<file path="src/rtl/uart_pkg.sv">
// Shared definitions for the UART transmit path: FSM state encoding and line levels.
package uart_pkg;

    typedef enum logic [2:0] {
        IDLE   = 3'd0,
        START  = 3'd1,
        DATA   = 3'd2,
        PARITY = 3'd3,
        STOP   = 3'd4
    } state_t;

    localparam logic LINE_IDLE  = 1'b1;
    localparam logic LINE_START = 1'b0;

endpackage

</file>
<file path="src/rtl/uart_tx_serializer.sv">
// UART transmit serializer: valid/ready byte in, LSB-first frame out, timed by upstream baud ticks.
// Optional parity bit is compiled in with the UART_TX_PARITY_EN macro.
module uart_tx_serializer
    import uart_pkg::*;
#(
    parameter int DATA_BITS     = 8,
    parameter int TICKS_PER_BIT = 2,
    parameter int STOP_BITS     = 1,
    parameter int PARITY_ODD    = 0
) (
    input  logic                 clk,
    input  logic                 reset,
    input  logic                 tick,
    input  logic [DATA_BITS-1:0] tx_data,
    input  logic                 tx_valid,
    output logic                 tx_ready,
    output logic                 tx,
    output logic                 busy,
    output logic                 tx_done
);

    localparam int TW = (TICKS_PER_BIT > 1) ? $clog2(TICKS_PER_BIT) : 1;
    localparam logic [TW-1:0] TICK_LAST = TW'(TICKS_PER_BIT - 1);
    localparam logic [3:0]    DATA_LAST = 4'(DATA_BITS - 1);
    localparam logic [3:0]    STOP_LAST = 4'(STOP_BITS - 1);

    if (DATA_BITS < 5 || DATA_BITS > 8 || STOP_BITS < 1 || STOP_BITS > 2 ||
        TICKS_PER_BIT < 1 || PARITY_ODD < 0 || PARITY_ODD > 1) begin : g_bad_params
        $error("uart_tx_serializer: illegal parameter value");
    end

    state_t               state;
    logic [TW-1:0]        tick_cnt;
    logic [3:0]           bit_cnt;
    logic [DATA_BITS-1:0] shift_reg;
    logic                 bit_end;
`ifdef UART_TX_PARITY_EN
    logic                 parity_bit;
`endif

    assign bit_end = tick && (tick_cnt == TICK_LAST);

    // Single registered FSM; a tick in the acceptance cycle is not counted because
    // the counter is only advanced outside IDLE.
    always_ff @(posedge clk or posedge reset) begin
        if (reset) begin
            state     <= IDLE;
            tx        <= LINE_IDLE;
            tx_ready  <= 1'b1;
            busy      <= 1'b0;
            tx_done   <= 1'b0;
            tick_cnt  <= '0;
            bit_cnt   <= '0;
            shift_reg <= '0;
`ifdef UART_TX_PARITY_EN
            parity_bit <= 1'b0;
`endif
        end else begin
            tx_done <= 1'b0;
            if (state == IDLE) begin
                if (tx_valid && tx_ready) begin
                    shift_reg <= tx_data;
`ifdef UART_TX_PARITY_EN
                    parity_bit <= (^tx_data) ^ (PARITY_ODD != 0);
`endif
                    tick_cnt  <= '0;
                    bit_cnt   <= '0;
                    state     <= START;
                    tx        <= LINE_START;
                    tx_ready  <= 1'b0;
                    busy      <= 1'b1;
                end
            end else if (tick) begin
                tick_cnt <= bit_end ? '0 : tick_cnt + 1'b1;
                if (bit_end) begin
                    case (state)
                        START: begin
                            state <= DATA;
                            tx    <= shift_reg[0];
                        end
                        DATA: begin
                            shift_reg <= shift_reg >> 1;
                            if (bit_cnt == DATA_LAST) begin
                                bit_cnt <= '0;
`ifdef UART_TX_PARITY_EN
                                state   <= PARITY;
                                tx      <= parity_bit;
`else
                                state   <= STOP;
                                tx      <= LINE_IDLE;
`endif
                            end else begin
                                bit_cnt <= bit_cnt + 4'd1;
                                tx      <= shift_reg[1];
                            end
                        end
`ifdef UART_TX_PARITY_EN
                        PARITY: begin
                            state <= STOP;
                            tx    <= LINE_IDLE;
                        end
`endif
                        STOP: begin
                            if (bit_cnt == STOP_LAST) begin
                                bit_cnt  <= '0;
                                state    <= IDLE;
                                tx_done  <= 1'b1;
                                tx_ready <= 1'b1;
                                busy     <= 1'b0;
                            end else begin
                                bit_cnt <= bit_cnt + 4'd1;
                            end
                        end
                        default: begin
                            state    <= IDLE;
                            tx       <= LINE_IDLE;
                            tx_ready <= 1'b1;
                            busy     <= 1'b0;
                        end
                    endcase
                end
            end
        end
    end

endmodule

</file>
<file path="config.mk">
export PLATFORM = sky130hd
export DESIGN_NAME = uart_tx_serializer
export DESIGN_NICKNAME = d
export VERILOG_FILES = /design/src/rtl/uart_pkg.sv /design/src/rtl/uart_tx_serializer.sv
export SDC_FILE = /design/constraint.sdc
export NUM_CORES = 1
export LEC_CHECK = 0
export ABC_AREA = 1
export CAP_MARGIN = 30
export CORE_MARGIN = 2
export CORE_UTILIZATION = 49
export DETAILED_ROUTE_END_ITERATION = 10
export GPL_TIMING_DRIVEN = 1
export PLACE_DENSITY = 0.8
export SLEW_MARGIN = 20
export SYNTH_ARGS = -nofsm -noshare
export SYNTH_HDL_FRONTEND = slang
export SYNTH_SLANG_ARGS = --single-unit
</file>
<file path="constraint.sdc">
create_clock -name clk -period 1.75 [get_ports clk]
set_input_delay 0.4375 -clock clk [delete_from_list [all_inputs] [get_ports clk]]
set_output_delay 0.4375 -clock clk [all_outputs]
set_load 0.02 [all_outputs]
</file>
==> parameters.txt <==
Parameter                              Value

Floorplan
  Floorplan Core Area    0.002212 sq mm
  Starting utilization of the core area    51.41%
  I/O pin count    16
  Count of standard-cell rows    17
  Die area    0.002722 sq mm
  Vertical die dimension    52.18 um
  X dimension of the die    52.18 um

Drt
  Number of vias in the routed layout    roughly 1000
  WL/cell    about 12 um
  Number of design-rule violations left by the first detailed-router iteration    20
  Post-route DRC violation count    0
  Antenna viol nets, final    0
  Final wirelength    between 2 and 2.5 mm
  Number of detailed-route iterations in the first pass    4
  Via-to-Cell Ratio    5.107

Placed design
  Weighted congestion at the end of routability-driven global placement    0.9133
  Placed Cells    193
  Number of buffers inserted by port buffering    15
  Half-perimeter wire length of the detailed placement result    1.810 mm

Run
  Number of violations of the max-capacitance limit    0

Pwr
  Worst vdd ir    0.0003735 V
  Leakage Power    just over 0.7 nW
  Power per standard cell area    542.8 mW/mm^2

Critical path
  Largest stage delay on the critical path    about 0.6 ns
  Chain of cells forming the critical path    clkdlybuf4s50_1
  Capturing element type of the critical path    output port
  Data arrival time of the critical path    1.22 ns
  Endpoint of the worst-slack reg-to-reg timing path    state[2]$_DFFE_PP0P_
  Data required time of the critical path    ~1.3 ns
  Worst R2R Path Depth    9
  Cell with the biggest individual delay on the critical path    sky130_fd_sc_hd__clkdlybuf4s50_1
  Setup crit start kind    flip-flop
  Register-to-register setup slack    0.12 ns
  Kind of critical path    reg2out
  CP delay by family, top    buffers and inverters
  Sum of buffers and inverters on the critical path    1
  Worst R2R Start    bit_cnt[0]$_DFFE_PP0P_
  Peak fanout along the critical path    1

Clock tree
  Sink count of the clock tree    20
  Max Buffers Root-to-Sink    2
  Clock insertion delay at the later pin of the skew report    0.30 ns
  Number of H-tree levels    1
  TritonCTS clock tree    yes
  Clock slew at the register clock pins of the worst setup and hold paths    between 0.1 and 0.15 ns
  Post-cts hold buffer count    0
  Root buffer cell    sky130_fd_sc_hd__clkbuf_4
  Num CTS Buffers    3

Final layout
  Flip-flop count of the largest register after layout    8
  Share of post-route cells with drive strength above 1    9.467%
  Antenna diode count    0
  Net total in the final layout    184
  Finished Layout Cells    ~200
  Area Overhead vs Synth    18.26%

STA
  Max Clock Skew    0.005977 ns
  Setup repair after global routing missed its margin    false
  Final sum of negative setup slack    0 ns
  # setup viols final    0
  Worst slew slack as a fraction of its limit    79.88%
  Max-slew violation count    0
  Achievable clock frequency    602.0 MHz
  Minimum clock period after layout    around 1.7 ns
  Final cycle utilization of the critical path    94.91%
  Final hold violation count    0
  Least-Margin Pin Slew    0.2995 ns

Synth
  Area contributors post-synth    sky130_fd_sc_hd__dfrtp_1, sky130_fd_sc_hd__nand2_1, sky130_fd_sc_hd__o21ai_0
  Most area-hungry cell type in the Yosys netlist    sky130_fd_sc_hd__dfrtp_1
  Register bit total from synthesis    20
  Number of nets in the synthesized netlist    roughly 160
  Post-synthesis instance total    150
  Syn_area_per_cell    7.582 sq um
  Portion of synthesized cell area occupied by the leading cell type    39.60%
  Cell area after synthesis    ~0.0011 sq mm
  Number of library cell types mapped by synthesis    22
  Register area share after synthesis    44.22%
  Synth warn    0

GRT
  Aggregate global-route resource usage    19.98%
  Global-route wire length before repair    3.974 mm
  Initial antenna violation count    0
  Largest net degree at the start of global routing    21
  Vias in the first global route    993
  Congestion Overflow GR    0

Min path
  HP Class    in2async

Run status
  Outcome    complete, no violations
-- synth_stat cells --
cell / count
sky130_fd_sc_hd__o21ai_0: 18
sky130_fd_sc_hd__ha_1: 2
sky130_fd_sc_hd__xnor2_1: 1
sky130_fd_sc_hd__nand4_1: 1
sky130_fd_sc_hd__nand2_4: 3
sky130_fd_sc_hd__nand3_1: 11
sky130_fd_sc_hd__nor3_1: 1
sky130_fd_sc_hd__o21ai_2: 2
sky130_fd_sc_hd__nor2_1: 10
sky130_fd_sc_hd__o21a_1: 1
sky130_fd_sc_hd__dfrtp_1: 18
sky130_fd_sc_hd__nor2_4: 1
sky130_fd_sc_hd__nand3b_1: 1
sky130_fd_sc_hd__nand2_1: 49
sky130_fd_sc_hd__buf_4: 1
sky130_fd_sc_hd__inv_1: 22
sky130_fd_sc_hd__a21oi_1: 2
sky130_fd_sc_hd__nor2_8: 1
sky130_fd_sc_hd__nand3_2: 1
sky130_fd_sc_hd__inv_2: 1
sky130_fd_sc_hd__dfstp_2: 2
sky130_fd_sc_hd__buf_6: 1
-- routing by layer --
layer	vias up	track usage, %	part of all wire, %
met5	-	0	0
met4	0	11.97	2.1
met3	7	3.714	3.2
met2	19	35.44	53
met1	467	21.96	42
li1	513	-	-
-- placed cells by master (no fill, tap or decap), types with 2 or more instances in the layout --
cell,Yosys,layout
sky130_fd_sc_hd__nand3_1,11,11
sky130_fd_sc_hd__clkdlybuf4s50_1,0,12
sky130_fd_sc_hd__nor2_1,10,10
sky130_fd_sc_hd__a21oi_1,2,2
sky130_fd_sc_hd__clkbuf_4,0,3
sky130_fd_sc_hd__ha_1,2,2
sky130_fd_sc_hd__nand2_4,3,3
sky130_fd_sc_hd__nand2_1,49,49
sky130_fd_sc_hd__dfrtp_1,18,18
sky130_fd_sc_hd__o21ai_2,2,2
sky130_fd_sc_hd__o21ai_0,18,18
sky130_fd_sc_hd__inv_1,22,22
sky130_fd_sc_hd__dfstp_2,2,2
sky130_fd_sc_hd__dlygate4sd2_1,0,2
sky130_fd_sc_hd__buf_4,1,2
-- power by group --
group | internal (mW) | leakage, nW | switching, mW
logic | 0.0263 | 0.479 | 0.0166
clock network | 0.0887 | 0.0150 | 0.136
registers | 0.462 | 0.230 | 0
total | 0.577 | 0.724 | 0.153
-- cell families after synthesis --
logic type               count (synthesis)  share of synthesized area [%]
AO/OA/AOI/OAI                           23                          11.00
XOR/XNOR                                 1                         0.7702
adder cells (fa/ha/maj)                  2                          2.200
buffers and inverters                   25                          9.241
flip-flops                              20                          44.22
AND/OR/NAND/NOR                         79                          32.56
-- per-stage QoR --
step	area (sq um)	power, mW	util [%]	hold WS [ns]	worst slack, ns
after floorplan	1137	0.4845	-	0.3998	0.4582
after global placement	1319	0.5134	59.62	0.4753	0.06073
after detailed placement	1319	0.5142	59.62	0.4706	-0.05085
after CTS	1343	0.7411	60.69	0.4571	0.03828
after global routing	1345	0.7665	60.80	0.4926	0.03158
final	1345	0.7300	60.80	0.4570	0.08900
-- how the worst max path moves through the flow --
stage | from | end | slack, ns | cells past startpoint
CTS | busy$_DFFE_PP0P_ | busy | 0.04 | 1
global route | bit_cnt[0]$_DFFE_PP0P_ | state[2]$_DFFE_PP0P_ | 0.03 | 9
finish | tx_done$_DFF_PP0_ | tx_done | 0.09 | 1
detailed placement | tick | state[1]$_DFFE_PP0P_ | -0.05 | 8
global placement | tick | state[0]$_DFFE_PP0P_ | 0.06 | 8
floorplan | bit_cnt[0]$_DFFE_PP0P_ | state[1]$_DFFE_PP0P_ | 0.46 | 9
-- layout make-up --
class / count / area [sq um]
Clock buffer: 4 / 26.28
Fill cell: 216 / 867.1
Inverter: 23 / 86.33
Multi-Input combinational cell: 105 / 529.3
Sequential cell: 20 / 503.0
Tap cell: 28 / 35.03
Timing Repair Buffer: 17 / 165.2
-- repair_timing --
| item | in CTS | in global routing |
|---|---|---|
| buffers inserted | 0 | 0 |
| endpoints found under the hold margin | 0 | 0 |
| setup endpoints to repair | 2 | 1 |
| gates resized for setup | 2 | 1 |
Note: power is estimated with default switching activity, not from simulation.
